[src/rtl/uart_pkg.sv]
// uart_pkg: shared UART constants and byte type used by receiver, transmitter and FIFO.
package uart_pkg;
  localparam int UART_DATA_W = 8;
  localparam int UART_RX_FIFO_DEPTH = 16;
  typedef logic [UART_DATA_W-1:0] uart_byte_t;
endpackage

[src/rtl/uart_fifo_mem.sv]
// uart_fifo_mem: dual-port array, synchronous write, registered synchronous read.
module uart_fifo_mem #(
  parameter int DATA_W = 8,
  parameter int DEPTH = 16,
  parameter int AW = $clog2(DEPTH)
) (
  input  logic              clk,
  input  logic              rst,
  input  logic              i_we,
  input  logic [AW-1:0]     i_waddr,
  input  logic [DATA_W-1:0] i_wdata,
  input  logic              i_re,
  input  logic [AW-1:0]     i_raddr,
  output logic [DATA_W-1:0] o_rdata
);
  logic [DATA_W-1:0] r_mem [DEPTH];
  logic [DATA_W-1:0] r_rdata;
  always_ff @(posedge clk)
    if (i_we) r_mem[i_waddr] <= i_wdata;
  // read-before-write: a same-address read returns the old entry
  always_ff @(posedge clk)
    if (rst) r_rdata <= '0;
    else if (i_re) r_rdata <= r_mem[i_raddr];
  assign o_rdata = r_rdata;
endmodule

[src/rtl/uart_rx_fifo.sv]
// uart_rx_fifo: receive byte FIFO with occupancy flags and sticky overrun.
// Optional registered almost_full enabled by UART_RX_FIFO_ALMOST_FULL_EN.
module uart_rx_fifo
  import uart_pkg::*;
#(
  parameter int DATA_W = UART_DATA_W,
  parameter int DEPTH = UART_RX_FIFO_DEPTH,
  parameter int AF_LEVEL = 12
) (
  input  logic                     clk,
  input  logic                     rst,
  input  logic [DATA_W-1:0]        wr_data,
  input  logic                     wr_strobe,
  input  logic                     rd_en,
  output logic [DATA_W-1:0]        rd_data,
  output logic                     rd_valid,
  output logic                     empty,
  output logic                     full,
  output logic [$clog2(DEPTH):0]   count,
  output logic                     overrun,
  input  logic                     clr_overrun,
  output logic                     almost_full
);
  localparam int AW = $clog2(DEPTH);
  localparam int CW = AW + 1;
  logic [AW-1:0] r_wr_ptr, r_rd_ptr;
  logic [CW-1:0] r_count;
  logic [CW-1:0] w_count_nxt;
  logic          r_rd_valid, r_overrun;
  logic          w_rd, w_wr, w_drop;
  assign empty = r_count == '0;
  assign full = r_count == CW'(DEPTH);
  assign w_rd = rd_en && !empty;
  // a read in the same cycle frees the slot being written when full
  assign w_wr = wr_strobe && (!full || rd_en);
  assign w_drop = wr_strobe && full && !rd_en;
  assign w_count_nxt = r_count + CW'(w_wr) - CW'(w_rd);
  always_ff @(posedge clk) begin
    if (rst) begin
      r_wr_ptr <= '0;
      r_rd_ptr <= '0;
      r_count <= '0;
      r_rd_valid <= 1'b0;
      r_overrun <= 1'b0;
    end else begin
      if (w_wr) r_wr_ptr <= r_wr_ptr + 1'b1;
      if (w_rd) r_rd_ptr <= r_rd_ptr + 1'b1;
      r_count <= w_count_nxt;
      r_rd_valid <= w_rd;
      r_overrun <= w_drop || (r_overrun && !clr_overrun);
    end
  end
  uart_fifo_mem #(.DATA_W(DATA_W), .DEPTH(DEPTH)) u_mem (
    .clk(clk),
    .rst(rst),
    .i_we(w_wr),
    .i_waddr(r_wr_ptr),
    .i_wdata(wr_data),
    .i_re(w_rd),
    .i_raddr(r_rd_ptr),
    .o_rdata(rd_data)
  );
  assign rd_valid = r_rd_valid;
  assign count = r_count;
  assign overrun = r_overrun;
`ifdef UART_RX_FIFO_ALMOST_FULL_EN
  logic r_almost_full;
  always_ff @(posedge clk)
    if (rst) r_almost_full <= 1'b0;
    else r_almost_full <= w_count_nxt >= CW'(AF_LEVEL);
  assign almost_full = r_almost_full;
`else
  logic w_unused_af;
  assign w_unused_af = AF_LEVEL != 0;
  assign almost_full = 1'b0;
`endif
endmodule

[config.mk]
export PLATFORM = sky130hd
export DESIGN_NAME = uart_rx_fifo
export DESIGN_NICKNAME = d
export VERILOG_FILES = /design/src/rtl/uart_pkg.sv /design/src/rtl/uart_fifo_mem.sv /design/src/rtl/uart_rx_fifo.sv
export SDC_FILE = /design/constraint.sdc
export NUM_CORES = 1
export LEC_CHECK = 0
export CAP_MARGIN = 20
export CORE_MARGIN = 2
export CORE_UTILIZATION = 60
export DETAILED_ROUTE_END_ITERATION = 8
export PLACE_DENSITY = 0.88
export SLEW_MARGIN = 0
export SYNTH_ARGS = -nofsm -noshare
export SYNTH_HDL_FRONTEND = slang
export SYNTH_SLANG_ARGS = --single-unit
[constraint.sdc]
create_clock -name clk -period 4.05 [get_ports clk]
set_input_delay 0.405 -clock clk [delete_from_list [all_inputs] [get_ports clk]]
set_output_delay 0.405 -clock clk [all_outputs]
set_load 0.005 [all_outputs]
==> results of run 1 <==
-- stage by stage --
step | std cells | power (mW)
4_1_cts | 507 | 4.17
3_5_place_dp | 475 | 2.65
2_1_floorplan | 325 | 2.40
5_1_grt | 508 | 4.33
3_3_place_gp | 474 | 2.59
6_report | 508 | 4.17
-- cell type report --
class,instances,area [um2]
inverter,11,41.3
fill,537,2770
sequential,151,4310
clock buffer,17,414
timing repair buffer,35,368
tap,133,166
clock inverter,15,160
multi-input combinational,146,1640
-- synth_stat cells, drive strengths merged --
cell / count / area [um2]
or4b: 1 / 13.8
ha: 11 / 138
fa: 1 / 20.0
or3: 3 / 18.8
o221ai: 8 / 70.1
nand2: 7 / 28.8
xor2: 4 / 35.0
nand3b: 10 / 78.8
o21a: 1 / 7.51
mux2i: 17 / 170
a21oi: 6 / 30.0
mux4: 32 / 800
and3: 1 / 6.26
o211ai: 2 / 15.0
nand2b: 3 / 18.8
nor3: 4 / 20.0
o21ai: 2 / 10.0
edfxtp: 128 / 3840
dfxtp: 23 / 460
xnor2: 4 / 35.0
conb: 1 / 3.75
nand3: 2 / 10.0
a21o: 1 / 7.51
nand4bb: 1 / 11.3
buf: 12 / 115
nor2b: 2 / 12.5
clkbuf: 5 / 38.8
nor2: 22 / 82.6
inv: 11 / 41.3
-- per-layer routing --
metal  share of wire [%]  vias to the layer above
li1                    -                     1372
met1                  40                     1616
met2                  51                      146
met3                 6.5                       29
met4                 2.9                        0
met5                   0                        -
-- placed cells by master (no fill, tap or decap), types with 6 or more instances in the layout --
master,n
a21oi_1,6
clkbuf_16,16
clkdlybuf4s50_1,29
dfxtp_1,21
edfxtp_1,128
ha_1,11
inv_1,10
mux2i_1,17
mux4_1,21
mux4_2,11
nand2_1,6
nand3b_1,9
nor2_1,22
o221ai_1,8
-- registers in the layout (all words and copies together), names as in the netlist --
name,flops
u_mem.r_mem,128
r_rd_ptr,4
overrun,1
rd_valid,1
count,5
u_mem.o_rdata,8
r_wr_ptr,4
-- how the worst max path moves through the flow --
stage / from / end / slack, ns / depth (start not counted)
after floorplan: count[3]$_SDFF_PP0_ / count[4]$_SDFF_PP0_ / 1.28 / 13
after global placement: count[3]$_SDFF_PP0_ / count[4]$_SDFF_PP0_ / 1.03 / 13
after detailed placement: count[2]$_SDFF_PP0_ / count[4]$_SDFF_PP0_ / 0.93 / 13
after CTS: count[2]$_SDFF_PP0_ / count[4]$_SDFF_PP0_ / 0.89 / 13
after global routing: count[2]$_SDFF_PP0_ / count[4]$_SDFF_PP0_ / 0.65 / 13
final: count[2]$_SDFF_PP0_ / count[4]$_SDFF_PP0_ / 0.89 / 13
-- power by group --
group          leakage (nW)  internal, mW  switching [mW]  total [mW]
Sequential             1.35          1.77          0.0923        1.87
Clock                 0.282         0.843           0.684        1.53
Combinational         0.735         0.422           0.353       0.776
-- worst min-delay path, cell delays in order, from the launching register on --
cell and delay (ns):
dfxtp_1 0.31, nand2b_1 0.07, a21oi_1 0.06
-- cell families after synthesis --
logic type                 count (synthesis)
AOI/OAI and AO/OA                         20
xor gates and xnor gates                   8
adders and majority gates                 12
buffers and inverters                     28
DFF                                      151
muxes                                     49
other                                      1
and+or+nand+nor                           56
==> summary.txt, run 1 <==
CTS
  – CTS Buffer Depth: 2
  – Clock transition at the registers of the reported paths: 0.07 ns
  – TritonCTS clock tree: done
  – Post-CTS Resized: 0
  – CTS sink count: 151
  – H-tree lvl count: 4
  – Clk_lat worst skew: approximately 0.53 ns
  – TritonCTS Buffers: 17
  – Root cell of the clock tree: clkbuf_8
  – Post-CTS Setup Bufs: 0
  – Hold-fix buffers at CTS: 0

Global route
  – Antenna violations before repair: 0
  – GR Util met1: about 29%
  – Grt ovf: 0
  – Met3 Use GR: under 10%
  – GR Layer Usage met2: a little under two fifths
  – Global-route wire length before repair: roughly 18 mm
  – Vias in the first global route: 3172
  – Total GRT Usage: a little under a quarter
  – Layer with the highest usage: met2
  – Largest net degree at the start of global routing: 36

Synth
  – Area share of fa/ha/maj cells after synthesis: approximately 2.6%
  – Syn avg cell area: between 15 and 20 um2
  – Syn. warnings: 0
  – Mux share of post-synthesis cell area: 15.8%
  – Synth Instances: between 300 and 400
  – Sequential area share after synthesis: a little over two thirds
  – Simple-Gate Fraction of Synth Area: under 10%
  – Compound-Gate Fraction of Synth Area: roughly 2.3%
  – Syn Std Cell Area: 6140 um2
  – Largest family of logic cells by synthesized area: multiplexers
  – Yosys cell types: 40
  – Synth Area in XOR/XNOR: 1.14%
  – #FFs+latches synth: approximately 150
  – Syn_nets: between 300 and 400

Cells and area
  – Final design utilization: a little over 70%
  – Share of layout cells above drive strength 1: about 14%
  – Post-route cell area: 7100 um2
  – Final #Nets: between 300 and 400
  – Layout area overhead: 15.6%
  – Ant diodes: 0

Worst setup path
  – R2r setup slk: 0.89 ns
  – Cell mode on critical path: ha_1
  – Crit Path Class: flip-flop to flip-flop
  – R2R cell count: 13
  – CP Launch Type: flip-flop
  – CP bufs+invs: 3
  – Reg-to-reg startpoint: count[2]$_SDFF_PP0_
  – Slowest library cell on the worst path: or4b_4
  – Critical path required time: approximately 4.5 ns
  – Crit. End Element: flip-flop
  – Largest stage delay on the critical path: around 0.48 ns
  – Crit path max fanout: 14
  – Worst reg2reg path endpoint: count[4]$_SDFF_PP0_
  – CP Cell Sequence: inv_1, ha_1, or4b_4, nand2_2, inv_2, ha_1, inv_1, ha_1, fa_1, a21oi_1, nor2_1, or3_1, a21oi_1
  – WP data arrival: roughly 3.6 ns
  – Crit-path leading delay family: simple AND/OR/NAND/NOR gates

STA
  – Period minus WS final: roughly 3.2 ns
  – FMAX: between 300 and 400 MHz
  – Worst hold slack: slightly below 0.5 ns
  – Final Skew: ~0.0088 ns
  – Relative slew slack: a little over a third
  – PnR worst setup slack: around 0.89 ns
  – Unrepaired setup endpoints after global routing: false
  – Tcrit/Tclk final: 78.1%
  – Hold Vio Cnt, Final: 0
  – Slew Limit Fails: 0
  – Setup violators final: 0
  – Worst-Margin Slew: 0.954 ns
  – Setup TNS: 0 ns

Place
  – Port buffer count: 29
  – Cell Area, Placed: 6500 um2
  – Place WS: around 0.93 ns
  – HPWL Detailed: 6.81 mm
  – Gpl congestion: between 0.8 and 0.9

Drt
  – Vias/cell: between 6 and 7
  – DRT Wirelength: ~12 mm
  – Initial DRC Count: around 220
  – Total number of vias: 3163
  – Drc violations: 0
  – DR WL/cell: roughly 24 um
  – Drt first pass iters: 5
  – DRT antenna net count: 0

Power and ir drop
  – Pleak: around 2.4 nW
  – Worst IR Drop VDD: ~0.38 mV
  – Pwr Density: 587 nW/um2

Die
  – Row count: 36
  – Die height: between 100 and 150 um
  – Initial core utilization: 62.3%
  – Die width: between 100 and 150 um
  – Io pins: 31
  – Placeable Area: approximately 9900 um2
  – DIE AREA: ~11000 um2

Min path
  – WHS Endpoint: overrun$_SDFF_PP0_
  – Hold depth: 2
  – Hold Path Origin: overrun$_SDFF_PP0_
  – Hold WC Path Type: flip-flop to flip-flop

Run
  – Max cap viols: 0

Run status
  – Outcome: complete, no violations
(Power assumes the default switching activity.)
==> run 2, diff against run 1 <==
- CORE_UTILIZATION: 60 -> 59
- PLACE_DENSITY: 0.88 -> 0.86
- clock period: 4.05 -> 3.2 ns (I/O delays scaled with it)
==> run 2 against run 1 <==
Compared with the run above: final area grew 1.2%; register-to-register slack lost 0.63 ns; total power grew 27%; sequential cell count is the same; critical endpoint unchanged; worst hold slack lost 0.053 ns; clock power grew 27%; first-iteration DRC count grew 2.8%; worst setup slack lost 0.63 ns; combinational power grew 24%; sequential share of layout area shrank 0.71 points; via count grew 2.0%.
==> summary.txt, run 2 (synthesized netlist as in run 1, its figures left out) <==
Run status
  – Outcome: complete, no violations

Place
  – Gpl congestion: 0.731 (-12%)
  – HPWL Detailed: 7.41 mm (+8.9%)
  – Port buffer count: 29 (unchanged)
  – DP Cell Count: 493 (+3.8%)

STA
  – Slew Limit Fails: 0 (unchanged)
  – Setup TNS: 0 ns (unchanged)
  – Worst-Margin Slew: 0.852 ns (-0.102 ns)
  – Tcrit/Tclk final: 92.1% (+14 points)
  – Hold Vio Cnt, Final: 0 (unchanged)
  – Setup violators final: 0 (unchanged)
  – FMAX: 339 MHz (+7.4%)
  – Period minus WS final: 2.95 ns (-0.218 ns)
  – Unrepaired setup endpoints after global routing: false
  – Relative slew slack: 43.0% (+6.8 points)
  – Final Skew: 0.00688 ns (-0.00192 ns)

Global route
  – Grt ovf: 0 (unchanged)
  – Global-route wire length before repair: 18.3 mm (+2.0%)
  – Total GRT Usage: 23.1% (-0.058 points)
  – Antenna violations before repair: 0 (unchanged)
  – Vias in the first global route: 3355 (+5.8%)
  – Largest net degree at the start of global routing: 35 (-2.8%)

Cells and area
  – Final #Nets: 401 (+3.6%)
  – Final cell count without fillers: 525 (+3.3%)
  – Layout area overhead: 16.9%
  – Commonest non-fill, non-tap cell in the layout: edfxtp_1
  – Biggest register: u_mem.r_mem
  – Largest register FFs: 128 (unchanged)
  – Share of layout cells above drive strength 1: 17.2% (+2.8 points)
  – Final design utilization: 70.2% (-1.8 points)
  – Ant diodes: 0 (unchanged)
  – Commonest non-fill, non-tap cells in the layout: edfxtp_1, clkdlybuf4s50_1, nor2_1, dfxtp_1, mux4_1

Drt
  – Drc violations: 0 (unchanged)
  – DR WL/cell: 22.6 um (-6.2%)
  – Vias/cell: 6.14 (-1.3%)
  – Total number of vias: 3226 (+2.0%)
  – DRT antenna net count: 0 (unchanged)
  – DRT Wirelength: 11.9 mm (-3.1%)
  – Initial DRC Count: 223 (+2.8%)
  – Drt first pass iters: 5 (unchanged)

Power and ir drop
  – Int Power: 3.90 mW (+28%)
  – Worst IR Drop VDD: 0.472 mV (+23%)
  – P_sw: 1.39 mW (+23%)
  – Pwr Density: 737 nW/um2 (+25%)
  – Clk network pwr share: 36.8% (+0.2 points)
  – Switching Fraction: 26.3% (-0.77 points)
  – Sequential Power Share: 45.0% (+0.2 points)
  – Pleak: 2.43 nW (+2.7%)
  – Combinational power share: 18.2% (-0.4 points)

Die
  – Io pins: 31 (unchanged)
  – Initial core utilization: 60.0% (-2.2 points)
  – Die width: 106 um (+0.81%)
  – Placeable Area: 10200 um2 (+3.7%)
  – Die height: 106 um (+0.81%)
  – Row count: 37 (+2.8%)
  – DIE AREA: 11200 um2 (+1.6%)

CTS
  – TritonCTS Buffers: 17 (unchanged)
  – H-tree lvl count: 4 (unchanged)
  – Hold-fix buffers at CTS: 0 (unchanged)
  – Post-CTS Setup Bufs: 0 (unchanged)
  – TritonCTS clock tree: done
  – Root cell of the clock tree: clkbuf_8
  – Post-CTS Resized: 0 (unchanged)
  – CTS Buffer Depth: 2 (unchanged)
  – Clock transition at the registers of the reported paths: 0.07 ns (about the same)
  – CTS sink count: 151 (unchanged)
  – Clk_lat worst skew: 0.52 ns (about the same)

Worst setup path
  – Crit. End Element: flip-flop
  – Critical path required time: 3.65 ns (-0.85 ns)
  – Crit Path Class: flip-flop to flip-flop
  – Crit path max fanout: 4 (-10)
  – WP data arrival: 3.40 ns (-0.21 ns)
  – CP Launch Type: flip-flop

Run
  – Max cap viols: 0 (unchanged)

Min path
  – Hold WC Path Type: input port to flip-flop
run 2: cell type report:
| type | instances | area, um2 |
|---|---|---|
| multi-input combinational | 146 | 1640 |
| fill | 612 | 3050 |
| clock buffer | 18 | 418 |
| sequential | 151 | 4310 |
| inverter | 11 | 41.3 |
| tap | 136 | 170 |
| timing repair buffer | 49 | 440 |
| clock inverter | 14 | 164 |
run 2: power by group through the flow:
| stage | Sequential [mW] | Combinational [mW] | Clock, mW |
|---|---|---|---|
| floorplan | 2.34 | 0.701 | 0 |
| global placement | 2.41 | 0.900 | 0 |
| detailed placement | 2.42 | 0.951 | 0 |
| CTS | 2.38 | 0.967 | 1.98 |
| global route | 2.39 | 1.04 | 2.07 |
| finish | 2.38 | 0.961 | 1.95 |
run 2: worst paths after layout:
kind | startpoint | endpoint | slack [ns] | depth (start not counted)
max | count[2]$_SDFF_PP0_ | count[4]$_SDFF_PP0_ | 0.25 | 13
min | clr_overrun | overrun$_SDFF_PP0_ | 0.44 | 3
max reg2reg | count[2]$_SDFF_PP0_ | count[4]$_SDFF_PP0_ | 0.25 | 13
min reg2reg | overrun$_SDFF_PP0_ | overrun$_SDFF_PP0_ | 0.47 | 2
run 2: layer usage:
layer / GRT usage [%] / up-vias / wire (um)
li1: - / 1398 / -
met1: 29.1 / 1652 / 4570
met2: 38.8 / 152 / 6180
met3: 6.44 / 24 / 859
met4: 8.36 / 0 / 281
met5: 0 / - / 0
run 2: worst max-delay path, cell delays in order, from the launching register on:
cell	delay (ns)
dfxtp_1	0.33
inv_1	0.09
ha_1	0.16
or4b_4	0.49
nand2_2	0.10
inv_2	0.06
ha_1	0.27
inv_1	0.04
ha_1	0.19
fa_1	0.41
a21oi_1	0.16
nor2_1	0.06
or3_1	0.35
a21oi_1	0.16
run 2: per-stage QoR:
stage	setup slack (ns)	instance area [um2]	power [mW]	hold slack, ns
after CTS	0.259	7180	5.32	0.423
final	0.254	7180	5.29	0.442
after global placement	0.333	6600	3.31	0.458
after detailed placement	0.216	6600	3.37	0.463
after floorplan	0.432	6140	3.04	0.419
after global routing	0.117	7180	5.50	0.459
